`src/rtl/pipeline_pkg.sv`:
```
// Shared pipeline definitions: ALU opcodes and the control-bundle layout
// carried from decode through the ID/EX register.
package pipeline_pkg;

  localparam logic [3:0] ALU_ADD = 4'h0;
  localparam logic [3:0] ALU_SUB = 4'h1;
  localparam logic [3:0] ALU_AND = 4'h2;
  localparam logic [3:0] ALU_OR  = 4'h3;
  localparam logic [3:0] ALU_XOR = 4'h4;
  localparam logic [3:0] ALU_SLT = 4'h5;
  localparam logic [3:0] ALU_SLL = 4'h6;
  localparam logic [3:0] ALU_SRL = 4'h7;

  localparam int CTRL_W          = 6;
  localparam int CTRL_ALU_SRC    = 0;
  localparam int CTRL_REG_DST    = 1;
  localparam int CTRL_MEM_READ   = 2;
  localparam int CTRL_MEM_WRITE  = 3;
  localparam int CTRL_REG_WRITE  = 4;
  localparam int CTRL_MEM_TO_REG = 5;

  // A bubble carries this bundle: no write, no memory access.
  localparam logic [CTRL_W-1:0] CTRL_NOP = '0;

endpackage

```
`src/rtl/id_ex_stage_hazard_detect.sv`:
```
// Load-use hazard detector: a load in EX whose destination is read by the
// instruction in ID. Register 0 never produces a hazard.
module hazard_detect #(
  parameter int REG_AW = 5
) (
  input  logic              ex_valid,
  input  logic              ex_mem_read,
  input  logic [REG_AW-1:0] ex_rt,
  input  logic [REG_AW-1:0] id_rs,
  input  logic [REG_AW-1:0] id_rt,
  input  logic              id_uses_rs,
  input  logic              id_uses_rt,
  output logic              load_use
);

  always_comb begin
    load_use = ex_valid & ex_mem_read & (ex_rt != '0) &
               ((id_uses_rs & (id_rs == ex_rt)) | (id_uses_rt & (id_rt == ex_rt)));
  end

endmodule

```
`src/rtl/id_ex_stage.sv`:
```
// ID/EX pipeline register with load-use bubble insertion, branch flush,
// EX hold and stall/bubble performance counters.
module id_ex_stage
  import pipeline_pkg::*;
#(
  parameter int DATA_W  = 32,
  parameter int REG_AW  = 5,
  parameter int ALUOP_W = 4,
  parameter int CNT_W   = 32
) (
  input  logic               clk,
  input  logic               reset_n,
  input  logic               id_valid,
  input  logic [DATA_W-1:0]  id_pc,
  input  logic [REG_AW-1:0]  id_rs,
  input  logic [REG_AW-1:0]  id_rt,
  input  logic [REG_AW-1:0]  id_rd,
  input  logic               id_uses_rs,
  input  logic               id_uses_rt,
  input  logic [DATA_W-1:0]  id_rd_data1,
  input  logic [DATA_W-1:0]  id_rd_data2,
  input  logic [DATA_W-1:0]  id_imm,
  input  logic [ALUOP_W-1:0] id_alu_op,
  input  logic               id_alu_src,
  input  logic               id_reg_dst,
  input  logic               id_mem_read,
  input  logic               id_mem_write,
  input  logic               id_reg_write,
  input  logic               id_mem_to_reg,
  input  logic               flush,
  input  logic               ex_hold,
  output logic               stall_ifid,
  output logic               ex_valid,
  output logic [DATA_W-1:0]  ex_pc,
  output logic [DATA_W-1:0]  ex_rs_data,
  output logic [DATA_W-1:0]  ex_rt_data,
  output logic [DATA_W-1:0]  ex_imm,
  output logic [REG_AW-1:0]  ex_rs,
  output logic [REG_AW-1:0]  ex_rt,
  output logic [REG_AW-1:0]  ex_rd,
  output logic [ALUOP_W-1:0] ex_alu_op,
  output logic               ex_alu_src,
  output logic               ex_reg_dst,
  output logic               ex_mem_read,
  output logic               ex_mem_write,
  output logic               ex_reg_write,
  output logic               ex_mem_to_reg,
  output logic [CNT_W-1:0]   stall_cnt,
  output logic [CNT_W-1:0]   bubble_cnt
);

  localparam logic [CNT_W-1:0] CNT_ONE = 1;

  logic [CTRL_W-1:0] ctrl_in;
  logic [CTRL_W-1:0] ctrl_q;
  logic              flush_pend;
  logic              kill;
  logic              load_use_raw;
  logic              load_use;

  hazard_detect #(.REG_AW(REG_AW)) u_hazard (
    .ex_valid    (ex_valid),
    .ex_mem_read (ex_mem_read),
    .ex_rt       (ex_rt),
    .id_rs       (id_rs),
    .id_rt       (id_rt),
    .id_uses_rs  (id_uses_rs),
    .id_uses_rt  (id_uses_rt),
    .load_use    (load_use_raw)
  );

  always_comb begin
    ctrl_in                  = CTRL_NOP;
    ctrl_in[CTRL_ALU_SRC]    = id_alu_src;
    ctrl_in[CTRL_REG_DST]    = id_reg_dst;
    ctrl_in[CTRL_MEM_READ]   = id_mem_read;
    ctrl_in[CTRL_MEM_WRITE]  = id_mem_write;
    ctrl_in[CTRL_REG_WRITE]  = id_reg_write;
    ctrl_in[CTRL_MEM_TO_REG] = id_mem_to_reg;
  end

  assign kill     = flush | flush_pend;
  assign load_use = load_use_raw & id_valid;
  // Gated by reset_n so an ex_hold arriving during reset does not stall IF/ID.
  assign stall_ifid = reset_n & (ex_hold | (load_use & ~kill));

  // ID -> EX register
  always_ff @(posedge clk or negedge reset_n) begin
    if (!reset_n) begin
      ex_valid   <= 1'b0;
      ex_pc      <= '0;
      ex_rs_data <= '0;
      ex_rt_data <= '0;
      ex_imm     <= '0;
      ex_rs      <= '0;
      ex_rt      <= '0;
      ex_rd      <= '0;
      ex_alu_op  <= '0;
      ctrl_q     <= CTRL_NOP;
    end else if (ex_hold) begin
      ex_valid <= ex_valid;
    end else if (kill || load_use) begin
      ex_valid   <= 1'b0;
      ex_pc      <= '0;
      ex_rs_data <= '0;
      ex_rt_data <= '0;
      ex_imm     <= '0;
      ex_rs      <= '0;
      ex_rt      <= '0;
      ex_rd      <= '0;
      ex_alu_op  <= '0;
      ctrl_q     <= CTRL_NOP;
    end else begin
      ex_valid   <= id_valid;
      ex_pc      <= id_pc;
      ex_rs_data <= id_rd_data1;
      ex_rt_data <= id_rd_data2;
      ex_imm     <= id_imm;
      ex_rs      <= id_rs;
      ex_rt      <= id_rt;
      ex_rd      <= id_rd;
      ex_alu_op  <= id_alu_op;
      ctrl_q     <= id_valid ? ctrl_in : CTRL_NOP;
    end
  end

  // Counters and the flush remembered across an EX hold
  always_ff @(posedge clk or negedge reset_n) begin
    if (!reset_n) begin
      stall_cnt  <= '0;
      bubble_cnt <= '0;
      flush_pend <= 1'b0;
    end else if (ex_hold) begin
      stall_cnt <= stall_cnt + CNT_ONE;
      if (flush) flush_pend <= 1'b1;
    end else if (kill) begin
      flush_pend <= 1'b0;
      bubble_cnt <= bubble_cnt + CNT_ONE;
    end else if (load_use) begin
      stall_cnt  <= stall_cnt + CNT_ONE;
      bubble_cnt <= bubble_cnt + CNT_ONE;
    end
  end

  assign ex_alu_src    = ctrl_q[CTRL_ALU_SRC];
  assign ex_reg_dst    = ctrl_q[CTRL_REG_DST];
  assign ex_mem_read   = ctrl_q[CTRL_MEM_READ];
  assign ex_mem_write  = ctrl_q[CTRL_MEM_WRITE];
  assign ex_reg_write  = ctrl_q[CTRL_REG_WRITE];
  assign ex_mem_to_reg = ctrl_q[CTRL_MEM_TO_REG];

endmodule
```
`config.mk`:
```
export PLATFORM = sky130hd
export DESIGN_NAME = id_ex_stage
export DESIGN_NICKNAME = d
export VERILOG_FILES = /design/src/rtl/pipeline_pkg.sv /design/src/rtl/id_ex_stage_hazard_detect.sv /design/src/rtl/id_ex_stage.sv
export SDC_FILE = /design/constraint.sdc
export NUM_CORES = 1
export LEC_CHECK = 0
export BUFFER_PORTS_ARGS = -buffer_cell sky130_fd_sc_hd__buf_2
export CORE_ASPECT_RATIO = 0.8
export CORE_MARGIN = 1.5
export CORE_UTILIZATION = 44
export CTS_BUF_LIST = sky130_fd_sc_hd__clkbuf_8 sky130_fd_sc_hd__clkbuf_16
export CTS_CLUSTER_DIAMETER = 80
export CTS_CLUSTER_SIZE = 8
export DETAILED_ROUTE_END_ITERATION = 16
export PLACE_DENSITY = 0.77
export SYNTH_ARGS = -nofsm -noshare
export SYNTH_HDL_FRONTEND = slang
export SYNTH_SLANG_ARGS = --single-unit
```
`constraint.sdc`:
```
create_clock -name clk -period 1.7 [get_ports clk]
set_input_delay 0.255 -clock clk [delete_from_list [all_inputs] [get_ports clk]]
set_output_delay 0.255 -clock clk [all_outputs]
set_load 0.03 [all_outputs]
```
Yosys cells after proc, flatten, opt, wreduce, memory -nomap -nowiden
Cells that the tools add are included.
{ "totals": {"mem_count": 0, "wordCells": 59, "latchBits": 0, "reg_bits": 219, "mem_bits_rw": 0, "inputBits": 160, "out_inout_bits": 219, "mem_bits_ro": 0} }
{ "op_classes": {"n_eq_ne": 4, "multipliers": 0, "shifts": 0, "n_lt_le_gt_ge": 0, "n_reduce_logical": 8, "bitwise": 13, "div_mod_pow": 0, "mux": 19, "addsub": 2} }
{ "op_table": {"columns": ["cell", "count"], "rows": [
  ["32-bit 2-to-1 mux", 9],
  ["32-bit by 1-bit adder with 32-bit output, second input constant", 2],
  ["5-bit 2-to-1 mux", 3],
  ["6-bit 2-to-1 mux", 2],
  ["5-bit equality test", 2],
  ["1-bit bitwise AND", 8],
  ["2-bit AND reduction", 3],
  ["2-bit nonzero test", 3],
  ["5-bit nonzero test", 1],
  ["1-bit 2-to-1 mux", 4],
  ["4-bit 2-to-1 mux", 1],
  ["2-bit != test, second input constant", 2],
  ["1-bit bitwise OR", 3],
  ["1-bit inverter", 2],
  ["1-bit logical OR", 1]
]} }

Longest topological paths before layout
Gate-level depths: netlist of the first run.
{ "depth": {"depth_word": 8, "mapped_depth": 8, "depth_no_buf": 6} }

By module
A second synthesis of the first run with hierarchy kept.
{ "unflattened": {"cells_unflattened": 610, "hier_area_um2": 8396.8} }
{ "modules_own_cells": {"columns": ["module", "n_inst", "cells_per_inst", "area_each_um2"], "rows": [
  ["id_ex_stage", 1, 593, 8261.7],
  ["hazard_detect", 1, 17, 135.1]
]} }

Worst setup path after synthesis of the first run
OpenSTA, ideal clock, no wires.
{ "synth_path": {"path_type": "reg-to-output", "startpoint": "register ex_rt[1]", "endpoint": "output port stall_ifid", "required_time_ps": 1445, "path_stages_with_launch": 7, "t_arrival_ps": 1860, "path_slack_ps": -415, "cell_sequence": "dfrtp_1 -> xnor2_1 -> nand4_1 -> o22ai_1 -> a31oi_1 -> clkbuf_1 -> nor2b_1"} }
{ "synth_between": {"elab_chain_len": 8} }
{ "synth_lines": {"columns": ["item", "line_no", "source"], "rows": [
  ["start: declaration", "id_ex_stage.sv:39", "output logic [REG_AW-1:0] ex_rt,"],
  ["start signal: assignment", "id_ex_stage.sv:120", "ex_rt <= id_rt;"],
  ["5-bit equality test", "id_ex_stage_hazard_detect.sv:18", "((id_uses_rs & (id_rs == ex_rt)) | (id_uses_rt & (id_rt == ex_rt)));"],
  ["1-bit bitwise AND", "id_ex_stage_hazard_detect.sv:18", null],
  ["1-bit bitwise OR", "id_ex_stage_hazard_detect.sv:18", null],
  ["1-bit bitwise AND (*)", "id_ex_stage_hazard_detect.sv:17", "load_use = ex_valid & ex_mem_read & (ex_rt != '0) &"],
  ["1-bit bitwise AND (*)", "id_ex_stage.sv:83", "assign load_use = load_use_raw & id_valid;"],
  ["1-bit bitwise AND (*)", "id_ex_stage.sv:85", "assign stall_ifid = reset_n & (ex_hold | (load_use & ~kill));"],
  ["1-bit bitwise OR (*)", "id_ex_stage.sv:85", null],
  ["1-bit bitwise AND (*)", "id_ex_stage.sv:85", null],
  ["end: declaration", "id_ex_stage.sv:32", "output logic stall_ifid,"]
]} }
Every way passes the cells marked *; elsewhere a longest branch is shown, timed or not.

Worst setup path after layout of the first run
{ "layout_path": {"startpoint": "register ex_rt[4]", "endpoint": "output port stall_ifid"} }
The elaborated chain is that of the path after synthesis.

==> results of run 1 <==
[synth_stat cells]
cell,count,area [µm²]
nand2_1,326,1220
dfrtp_1,219,5480
o21ai_0,154,771
clkbuf_1,41,154
xor2_1,40,350
xnor2_1,32,280
nand3_1,23,115
buf_2,19,95.1
nor2_1,19,71.3
nor3_1,19,95.1
and3_1,13,81.3
nand4_1,12,75.1
nor4_1,6,37.5
inv_1,4,15.0
nor3b_1,4,30.0
and4_1,3,26.3
nand3b_1,3,22.5
buf_6,2,22.5
ha_1,2,25.0
mux2_2,2,22.5
nand2b_1,2,12.5
nor2b_1,2,12.5
nor4b_1,2,17.5
nor4bb_1,2,20.0
a21boi_1,1,7.51
a21oi_1,1,5.00
a22o_1,1,8.76
a31oi_1,1,6.26
and2_1,1,6.26
and3_4,1,11.3
and4b_1,1,10.0
nand4_2,1,12.5
nand4b_1,1,8.76
o22ai_1,1,6.26
or2_2,1,6.26
or3b_1,1,8.76
[how the worst max path moves through the flow]
stage                     slack [ns]             to
after floorplan                -0.29  stall_cnt[31]
after global placement         -0.20     stall_ifid
after detailed placement       -0.31  stall_cnt[30]
after CTS                      -0.63     stall_ifid
after global routing           -0.64     stall_ifid
final                          -0.52     stall_ifid
[flip-flops by register name, summed over array words and instances (netlist names)]
name        count
ex_rt           5
ex_rs_data     32
ex_rd           5
ex_alu_op       4
stall_cnt      32
bubble_cnt     32
ex_imm         32
ex_rs           5
ex_valid        1
ex_pc          32
ex_rt_data     32
flush_pend      1
ctrl_q          6
[critical path, cell delays in order (launching register included)]
cell	delay (ns)
dfrtp_2	0.46
xnor2_2	0.16
nand4_1	0.16
o22ai_4	0.24
a31oi_4	0.14
nor2b_4	0.14
buf_6	0.13
[cells in the final DEF, fill, tap and decap left out, drive strengths merged]
cell type / Yosys / final
nor4: 6 / 6
nor2: 19 / 19
nand3b: 3 / 3
and2: 1 / 1
and4b: 1 / 1
bufbuf: 0 / 7
or3b: 1 / 1
or2: 1 / 1
a31oi: 1 / 1
nor3: 19 / 19
nor4bb: 2 / 2
mux2: 2 / 2
a22o: 1 / 1
and3: 14 / 14
nand4: 13 / 13
xnor2: 32 / 32
ha: 2 / 2
clkinvlp: 0 / 1
diode: 0 / 3
clkbuf: 41 / 36
buf: 21 / 484
nand2b: 2 / 2
dfrtp: 219 / 219
inv: 4 / 13
o21ai: 154 / 154
nand4b: 1 / 1
and4: 3 / 3
a21oi: 1 / 1
nand3: 23 / 23
nor4b: 2 / 2
nor3b: 4 / 4
xor2: 40 / 40
dlygate4sd3: 0 / 151
nor2b: 2 / 2
a21boi: 1 / 1
nand2: 326 / 326
o22ai: 1 / 1
[cells by family (layout without fill, tap and decap cells)]
logic type / after synthesis / after routing / share of synthesized area [%]
compound gates: 159 / 159 / 8.79
xor+xnor: 72 / 72 / 6.89
flops: 219 / 219 / 59.9
buf+inv: 66 / 692 / 3.13
simple gates: 443 / 443 / 20.8
fa+ha+maj: 2 / 2 / 0.273
other cells: 0 / 3 / 0
mux: 2 / 2 / 0.246
[metal layers]
metal	part of all wire [%]	track usage, %	vias to the layer above	wire, µm
li1	-	-	4426	-
met1	36	38.5	4804	13500
met2	49	55.3	647	18400
met3	8.0	7.77	187	2960
met4	6.4	18.5	0	2380
met5	0	0	-	0
[power breakdown]
part	switching [mW]	internal (mW)	total, mW
Combinational	2.26	1.53	3.79
Clock	2.18	3.19	5.37
Sequential	0.336	5.67	6.01
Total	4.78	10.4	15.2
[metrics by stage]
stage	cells	setup WS, ns
after floorplan	963	-0.289
after global routing	1856	-0.642
after global placement	1620	-0.201
after detailed placement	1620	-0.313
final	1856	-0.524
after CTS	1840	-0.630
[final cells by class]
class                   count  area, µm²  share of cell area [%]
repair buffers            647       5040                    32.1
clock buffers              31        776                    4.95
clock inverters            10       41.3                   0.263
diodes                      3       7.51                  0.0479
multi-input cells         678       3960                    25.2
inverters                   4       15.0                  0.0958
well taps                 264        330                    2.11
flip-flops and latches    219       5510                    35.2
[what timing repair did]
action | 4_1_cts | 5_1_grt
hold buffers | 149 | 2
resized for setup | 140 | 114
pin swaps | 9 | 21
endpoints found under the hold margin | 368 | 220
gates cloned | 18 | 4
endpoints found under the setup margin | 219 | 219
buffers inserted | 12 | 9
==> results by group, run 1 <==
Outcome
  • Outcome: complete, but fails checks
  • Failing checks: negative setup slack

Layout
  • Fin util: 78.1%
  • Share of cells above drive strength 1: ~41%
  • Final net count: around 1700
  • Final instance area: roughly 0.016 mm²
  • Fill count: around 1100
  • Synth-to-Final Area Change: 71.3%

STA
  • Hold WS: 0.00643 ns
  • Max frequency: approximately 0.45 GHz
  • Slew @ Worst Pin: between 0.6 and 0.7 ns
  • Fin crit share: 131%
  • Clock Skew: approximately 0.013 ns
  • Worst rel slew slack: between 50% and 60%
  • RSZ-0062 raised after global routing: yes
  • PnR worst setup slack: -0.524 ns
  • Minimum clock period: approximately 2.2 ns
  • # setup viols final: 219
  • TNS Setup: -72.00 ns
  • Hold violation total from the final report: 0
  • Max-slew violation count: 0

Floorplanning
  • Die width: ~160 µm
  • Die Ht: between 100 and 150 µm
  • Area of the die: about 0.022 mm²
  • Placement Rows: between 40 and 50
  • I/O pin count: ~380
  • Starting Density: between 40% and 50%
  • Core area: 0.0201 mm²

Worst setup path
  • Critical path class: flop to output pin
  • Worst R2R Start: ex_rt[4]
  • Crit path launch: ex_rt[4]
  • WP data required: approximately 1.4 ns
  • R2R depth: 11
  • Crit. End Element: output pin
  • R2r setup slk: -0.51 ns
  • Worst setup SP type: flop
  • Worst flop-to-flop path endpoint: ex_rs_data[22]
  • Worst EP arrival: approximately 2.0 ns
  • Crit-path max FO: 4

Global route
  • Vias in the first global route: between 10000 and 15000
  • First-pass GRT wire length: 55600 µm
  • Largest net degree at the start of global routing: roughly 120
  • Grt total ovfl: 0
  • Initial antenna violation count: 3
  • All-Layer GR Usage: 32.9%

Worst hold path
  • Hold Path Origin: id_rs[4]
  • Cells on Worst Hold Path: 3
  • Min-Delay Endpoint: ex_rs[4]
  • HP Class: primary input to flop

Detailed routing
  • Avg WL per Cell: 20.1 µm
  • Routed vias: between 10000 and 15000
  • Antenna-violating nets left: 0
  • Via-to-Cell Ratio: between 5 and 6
  • Drt total wl: 37200 µm
  • DRT Pass-1 Iters: 5
  • Post-route DRC violation count: 0
  • 1st-iter DRT viols: about 930

Clocking
  • Root buffer cell: clkbuf_16
  • Max Root-Sink Buffers: 3
  • # H-tree levels: 1
  • CTS clk-pin slew, worst paths: about 0.060 ns
  • CTS Sinks: ~220
  • Clock latency on the worst-skew pair: roughly 0.53 ns
  • CTS buffer count: 31
  • TritonCTS clock tree: yes

Synthesis
  • Synth warnings: 0
  • Yosys reg bits: 219
  • Synth Cell Area: 0.00915 mm²
  • Avg Cell Area, Syn: 9.51 µm²
  • Net Count, Synth: about 1100
  • Sequential share of the synthesized area: roughly 60%
  • Syn Inst Count: 963
  • Synth cell types: 36

Place
  • Post-DP HPWL: around 19000 µm
  • Buffers added on ports: 378
  • RePlAce Congestion: approximately 0.84
  • Area after DPL: between 0.01 and 0.015 mm²

Power
  • Peak supply drop: between 0.0007 and 0.0008 V
  • Static Leakage: 8.02 nW
  • Pwr Density: ~970 mW/mm²
  • Post-layout power: 15.2 mW

Run
  • Maxcap violations: 0
Note: power is estimated with default switching activity, not from simulation.
==> run 2: changes to the inputs <==
--- a/config.mk
+++ b/config.mk
@@ -14,6 +14,7 @@
 export CTS_CLUSTER_SIZE = 8
 export DETAILED_ROUTE_END_ITERATION = 16
 export PLACE_DENSITY = 0.77
+export REMOVE_ABC_BUFFERS = 1
 export SYNTH_ARGS = -nofsm -noshare
 export SYNTH_HDL_FRONTEND = slang
 export SYNTH_SLANG_ARGS = --single-unit
==> run 2 against run 1 <==
  * The run still ends with negative setup slack left
  * Clock power up 1%
  * Clock skew rose by 0.0047 ns
  * Hold slack better by 0.12 ns
  * Sequential cell count did not move
  * Fmax shrank 8.3%
  * Cell area is 7.9% higher
  * Power increased by 5.3%
  * Die area is the same
  * Routed wire length up 21%
  * Via count up 7.7%
  * Highest routed layer is now met5
==> results by group, run 2 (synthesis gave the netlist of run 1 again) <==
Outcome
  • Outcome: complete, but fails checks
  • Failing checks: negative setup slack

Detailed routing
  • Via-to-Cell Ratio: 5.79 (+6.8%)
  • Drt total wl: 45200 µm (+21%)
  • 1st-iter DRT viols: 1122 (+21%)
  • DRT Pass-1 Iters: 6 (+1)
  • Avg WL per Cell: 24.2 µm (+20%)
  • Antenna-violating nets left: 0 (unchanged)
  • Routed vias: 10800 (+7.7%)
  • Post-route DRC violation count: 0 (unchanged)

Global route
  • Grt total ovfl: 0 (unchanged)
  • First-pass GRT wire length: 62900 µm (+13%)
  • Initial antenna violation count: 5 (+2)
  • All-Layer GR Usage: 37.7% (+4.8 points)
  • Vias in the first global route: 11300 (+7.9%)
  • Largest net degree at the start of global routing: 222 (+91%)

Worst setup path
  • Critical path class: flop to output pin
  • Slowest cell on the critical path: dfrtp_2
  • Crit. End Element: output pin
  • Worst EP arrival: 2.17 ns (+0.20 ns)
  • Setup crit end: stall_ifid
  • Worst flop-to-flop path endpoint: ex_imm[3]
  • Worst R2R Start: ex_rt[4]
  • R2R depth: 13 (+2)
  • Crit path launch: ex_rt[1]
  • WP data required: 1.44 ns (about the same)
  • Largest stage delay, worst path: 0.46 ns (about the same)
  • R2r setup slk: -0.70 ns (-0.19 ns)
  • Worst setup SP type: flop
  • Crit-path max FO: 3 (-1)
  • Crit-path cells: buf_6 -> buf_6 -> nor3_4 -> a21oi_2 -> a31oi_1 -> nor2b_1 -> buf_4
  • CP dominant cell by count: buf_6

Floorplanning
  • Core area: 0.0201 mm² (unchanged)
  • Starting Density: 45.6% (unchanged)
  • Area of the die: 0.0217 mm² (unchanged)
  • Die Ht: 132 µm (unchanged)
  • I/O pin count: 379 (unchanged)
  • Die width: 164 µm (unchanged)
  • Placement Rows: 46 (unchanged)

Place
  • Buffers added on ports: 378 (unchanged)
  • RePlAce Congestion: 0.881 (+4.3%)
  • Placed cells: 1623 (+0.19%)
  • Post-DP HPWL: 18800 µm (-3.1%)

Layout
  • Commonest non-fill, non-tap cells in the layout: 375 x buf_2, 216 x dfrtp_1, 177 x nand2_1, 150 x dlygate4sd3_1, 97 x nand2_2
  • Commonest non-fill, non-tap cell in the layout: buf_2
  • Storage element area: 0.00548 mm² (-0.52%)
  • Final net count: 1766 (+1.3%)
  • Non-filler instance count after layout: 1872 (+0.86%)
  • Fill count: 879 (-21%)
  • Share of cells above drive strength 1: 53.0% (+12 points)
  • Multi-input logic area: 0.00493 mm² (+25%)
  • Synth-to-Final Area Change: 84.8%

STA
  • Minimum clock period: 2.43 ns (+0.201 ns)
  • Worst rel slew slack: 16.2% (-41 points)
  • RSZ-0062 raised after global routing: yes
  • Slew @ Worst Pin: 1.26 ns (+0.620 ns)
  • Max frequency: 0.412 GHz (-8.3%)
  • # setup viols final: 220 (+0.46%)
  • TNS Setup: -118.91 ns (-46.91 ns)
  • Hold violation total from the final report: 0 (unchanged)
  • Fin crit share: 143% (+12 points)
  • Max-slew violation count: 0 (unchanged)
  • PnR worst setup slack: -0.725 ns (-0.201 ns)
  • Clock Skew: 0.0177 ns (+0.00469 ns)

Power
  • Reg power frac: 37.8% (-1.8 points)
  • Switching Fraction: 33.7% (+2.2 points)
  • Peak supply drop: 0.000799 V (+8.5%)
  • P_sw: 5.38 mW (+13%)
  • Clock share of power: 34.1% (-1.3 points)
  • Pint: 10.6 mW (+1.9%)
  • Static Leakage: 8.68 nW (+8.2%)
  • Pwr Density: 944 mW/mm² (-2.4%)
  • Gate power share: 28.1% (+3.1 points)

Clocking
  • Root buffer cell: clkbuf_16
  • CTS buffer count: 31 (unchanged)
  • Max Root-Sink Buffers: 3 (unchanged)
  • CTS clk-pin slew, worst paths: 0.06 ns (about the same)
  • CTS Sinks: 219 (unchanged)
  • Clock latency on the worst-skew pair: 0.55 ns (+0.02 ns)
  • # H-tree levels: 1 (unchanged)
  • TritonCTS clock tree: yes

Run
  • Maxcap violations: 0 (unchanged)

Worst hold path
  • HP Class: primary input to async pin
-- run 2: how the worst min path moves through the flow --
stage,cells after the start,to,from,slack [ns]
finish,2,stall_cnt[30],reset_n,0.13
global route,4,ex_rs[0],id_rs[0],0.13
CTS,4,ex_rs[0],id_rs[0],0.09
detailed placement,1,stall_cnt[30],reset_n,0.07
global placement,1,stall_cnt[30],reset_n,0.07
floorplan,0,bubble_cnt[0],reset_n,-0.04
-- run 2: through the flow --
step           utilization, %  setup slack (ns)  instance area [µm²]  hold slack (ns)  power [mW]
2_1_floorplan               -             -6.41                 8880          -0.0406        7.56
3_3_place_gp             58.8            -0.297                11800           0.0733        8.81
3_5_place_dp             58.8            -0.385                11800           0.0746        8.90
4_1_cts                  82.5            -0.589                16600           0.0883        15.4
5_1_grt                  84.2            -0.764                16900            0.132        16.4
6_report                 84.2            -0.725                16900            0.126        16.0
-- run 2: per-layer routing --
layer | vias up | global-route usage [%] | wire, µm
met4 | 2 | 21.6 | 3460
met2 | 901 | 64.6 | 22000
met3 | 300 | 10.5 | 4820
li1 | 4483 | - | -
met5 | - | 0 | 13
met1 | 5150 | 42.0 | 15000
-- run 2: timing repair --
item / CTS / global route
pin swaps: 223 / 20
hold buffers: 150 / 0
resized for setup: 551 / 79
buffers inserted: 38 / 6
endpoints found under the setup margin: 219 / 221
endpoints found under the hold margin: 367 / 0
gates cloned: 21 / 0
-- run 2: cell type report --
cell class,instances,area share [%]
Multi-Input combinational cell,678,29.2
Tap cell,264,1.95
Timing Repair Buffer,670,31.6
Sequential cell,219,32.4
Inverter,4,0.0888
Clock inverter,2,0.0961
Clock buffer,31,4.59
Antenna cell,4,0.0592
-- run 2: power by group through the flow --
stage / Sequential, mW / Combinational [mW] / Clock [mW]
3_5_place_dp: 6.01 / 2.89 / 0
3_3_place_gp: 5.99 / 2.82 / 0
2_1_floorplan: 6.90 / 0.659 / 0
4_1_cts: 5.94 / 4.08 / 5.33
5_1_grt: 6.06 / 4.65 / 5.64
6_report: 6.04 / 4.48 / 5.44
-- run 2: critical path, delay by kind of cell (launching register included) --
family / cells / cell delay (ns)
DFF: 1 / 0.46
and+or+nand+nor: 2 / 0.25
buffers and inverters: 3 / 0.44
AOI/OAI and AO/OA: 2 / 0.47
==> run 3: changes to the inputs <==
--- a/config.mk
+++ b/config.mk
@@ -5,6 +5,7 @@
 export SDC_FILE = /design/constraint.sdc
 export NUM_CORES = 1
 export LEC_CHECK = 0
+export ABC_AREA = 0
 export BUFFER_PORTS_ARGS = -buffer_cell sky130_fd_sc_hd__buf_2
 export CORE_ASPECT_RATIO = 0.8
 export CORE_MARGIN = 1.5
==> constraint.sdc (replaced) <==
create_clock -name clk -period 1.7 [get_ports clk]
set_input_delay 0.34 -clock clk [delete_from_list [all_inputs] [get_ports clk]]
set_output_delay 0.34 -clock clk [all_outputs]
set_load 0.03 [all_outputs]
==> run 3 against run 2 <==
  * The run still ends with negative setup slack left
  * Worst setup slack worse by 0.10 ns
  * Count of clock-buffer cells in the layout unchanged
  * Combinational power down 14%
  * Die area unchanged
  * Register-to-register slack better by 0.07 ns
  * Sequential cell count unchanged
  * Hold slack worse by 0.087 ns
  * Clock skew down 0.0041 ns
  * Highest routed layer is now met4
==> results by group, run 3 (synthesis gave the netlist of run 1 again) <==
Outcome
  • Outcome: complete, but fails checks
  • Failing checks: negative setup slack

Worst setup path
  • Crit-path cells: xnor2_1 -> nand4_1 -> o22ai_2 -> a31oi_2 -> buf_4 -> nor2b_4 -> buf_6
  • Worst setup SP type: flop
  • Largest stage delay, worst path: 0.42 ns (-0.04 ns)
  • WP data required: 1.36 ns (-0.08 ns)
  • R2R depth: 13 (unchanged)
  • Slowest cell on the critical path: dfrtp_1
  • Worst R2R Start: ex_rt[1]
  • Crit-path max FO: 3 (unchanged)
  • Critical path class: flop to output pin
  • Crit. End Element: output pin
  • Worst flop-to-flop path endpoint: ex_rt_data[5]
  • R2r setup slk: -0.63 ns (+0.07 ns)
  • Worst EP arrival: 2.19 ns (+0.02 ns)

STA
  • RSZ-0062 raised after global routing: yes
  • Fin crit share: 149% (+6.0 points)
  • Slew @ Worst Pin: 0.729 ns (-0.528 ns)
  • Worst rel slew slack: 51.4% (+35 points)
  • PnR worst setup slack: -0.827 ns (-0.101 ns)
  • Max-slew violation count: 0 (unchanged)
  • Hold WS: 0.0390 ns (-0.0867 ns)
  • Hold violation total from the final report: 0 (unchanged)
  • TNS Setup: -95.60 ns (+23.31 ns)
  • Minimum clock period: 2.53 ns (+0.101 ns)
  • Max frequency: 0.396 GHz (-4.0%)
  • # setup viols final: 220 (unchanged)
  • Clock Skew: 0.0136 ns (-0.00406 ns)

Worst hold path
  • Min-Delay Endpoint: ex_rs_data[27]
  • Hold Path Origin: id_rd_data1[27]
  • Cells on Worst Hold Path: 3
  • HP Class: primary input to flop

Place
  • Placed cells: 1626 (+0.18%)
  • Buffers added on ports: 378 (unchanged)
  • RePlAce Congestion: 0.872 (-0.94%)
  • Post-DP HPWL: 18600 µm (-0.62%)
  • Area after DPL: 0.0118 mm² (+0.30%)

Global route
  • Grt total ovfl: 0 (unchanged)
  • Vias in the first global route: 9439 (-16%)
  • First-pass GRT wire length: 50100 µm (-20%)
  • All-Layer GR Usage: 29.6% (-8.2 points)
  • Initial antenna violation count: 3 (-2)
  • Largest net degree at the start of global routing: 152 (-32%)

Floorplanning
  • Die Ht: 132 µm (unchanged)
  • Core area: 0.0201 mm² (unchanged)
  • Starting Density: 45.6% (unchanged)
  • Placement Rows: 46 (unchanged)
  • I/O pin count: 379 (unchanged)
  • Die width: 164 µm (unchanged)
  • Area of the die: 0.0217 mm² (unchanged)

Detailed routing
  • Avg WL per Cell: 19.8 µm (-18%)
  • Antenna-violating nets left: 0 (unchanged)
  • 1st-iter DRT viols: 573 (-49%)
  • DRT Pass-1 Iters: 5 (-1)
  • Post-route DRC violation count: 0 (unchanged)
  • Via-to-Cell Ratio: 5.33 (-8.0%)
  • Routed vias: 9178 (-15%)
  • Drt total wl: 34100 µm (-25%)

Clocking
  • TritonCTS clock tree: yes
  • CTS buffer count: 31 (unchanged)
  • CTS Sinks: 219 (unchanged)
  • CTS clk-pin slew, worst paths: 0.05 ns (about the same)
  • # H-tree levels: 1 (unchanged)
  • Root buffer cell: clkbuf_16
  • Clock latency on the worst-skew pair: 0.54 ns (about the same)
  • Max Root-Sink Buffers: 3 (unchanged)

Layout
  • Final net count: 1618 (-8.4%)
  • Final instance area: 0.0153 mm² (-9.6%)
  • Commonest non-fill, non-tap cells in the layout: 375 x buf_2, 219 x dfrtp_1, 183 x nand2_1, 106 x nand2_2, 78 x o21ai_1
  • Non-filler instance count after layout: 1723 (-8.0%)
  • Share of cells above drive strength 1: 58.2% (+5.2 points)
  • Synth-to-Final Area Change: 67.1%
  • Commonest non-fill, non-tap cell in the layout: buf_2

Power
  • Pwr Density: 992 mW/mm² (+5.1%)
  • Gate power share: 25.4% (-2.7 points)
  • Static Leakage: 7.96 nW (-8.3%)
  • Post-layout power: 15.2 mW (-5.0%)
  • P_sw: 4.88 mW (-9.2%)
  • Switching Fraction: 32.2% (-1.5 points)
  • Pint: 10.3 mW (-2.9%)
  • Clock share of power: 35.1% (+1.0 points)
  • Peak supply drop: 0.00109 V (+37%)
  • Reg power frac: 39.6% (+1.8 points)

Run
  • Maxcap violations: 0 (unchanged)
==> run 3: cell types whose count changed in the layout (fill, tap and decap cells not counted), moves of 4 or more <==
cell           previous run  this run
o21ai_2                  72        76
nand2_2                  97       106
nor3_4                   17        13
nand2_4                  52        37
nand2_1                 177       183
dlygate4sd3_1           150         2
nor3_2                    0         5
==> run 3: final cells by class <==
type	count	area [µm²]
Clock inverter	2	16.3
Fill cell	1203	4790
Clock buffer	31	776
Sequential cell	219	5480
Timing Repair Buffer	522	3830
Antenna cell	3	7.51
Multi-Input combinational cell	678	4840
Inverter	4	15.0
Tap cell	264	330
==> run 3: power by group through the flow <==
stage	sequential (mW)	clock, mW	combinational, mW
floorplan	6.90	0	0.659
global placement	6.01	0	2.77
detailed placement	6.03	0	2.82
CTS	5.96	5.36	3.64
global route	6.04	5.60	4.04
finish	6.01	5.32	3.85
==> run 3: critical path, delay by kind of cell (launching register included) <==
kind | cells | cell delay, ns
flops | 1 | 0.42
simple gates | 2 | 0.25
buf+inv | 2 | 0.33
compound gates | 2 | 0.44
xor+xnor | 1 | 0.22
==> run 3: what timing repair did <==
item	CTS	global route
hold buffers	2	0
setup endpoints to repair	217	219
pin swaps	230	34
cloned	22	0
gates resized for setup	506	115
buffers inserted	36	18
hold endpoints to repair	96	0
==> run 3: per-layer routing <==
metal	global-route usage, %	part of all wire (%)	vias up	wire, µm
li1	-	-	4173	-
met1	36.2	38	4498	13000
met2	51.2	51	416	17500
met3	5.91	6.9	91	2360
met4	11.5	3.6	0	1210
met5	0	0	-	0
==> run 3: through the flow <==
stage / utilization [%] / setup WS, ns
2_1_floorplan: - / -6.41
3_3_place_gp: 59.0 / -0.346
3_5_place_dp: 59.0 / -0.369
4_1_cts: 74.3 / -0.666
5_1_grt: 76.1 / -0.919
6_report: 76.1 / -0.827
==> run 3: worst max-delay path by stage <==
stage / startpoint / endpoint / slack (ns) / cells after the start
3_5_place_dp: id_rs[1] / bubble_cnt[19] / -0.37 / 9
3_3_place_gp: id_rs[2] / bubble_cnt[9] / -0.35 / 10
5_1_grt: ex_rt[1] / stall_ifid / -0.92 / 7
2_1_floorplan: ex_rt[1] / bubble_cnt[1] / -6.41 / 5
6_report: ex_rt[1] / stall_ifid / -0.83 / 7
4_1_cts: ex_rt[1] / stall_ifid / -0.67 / 7
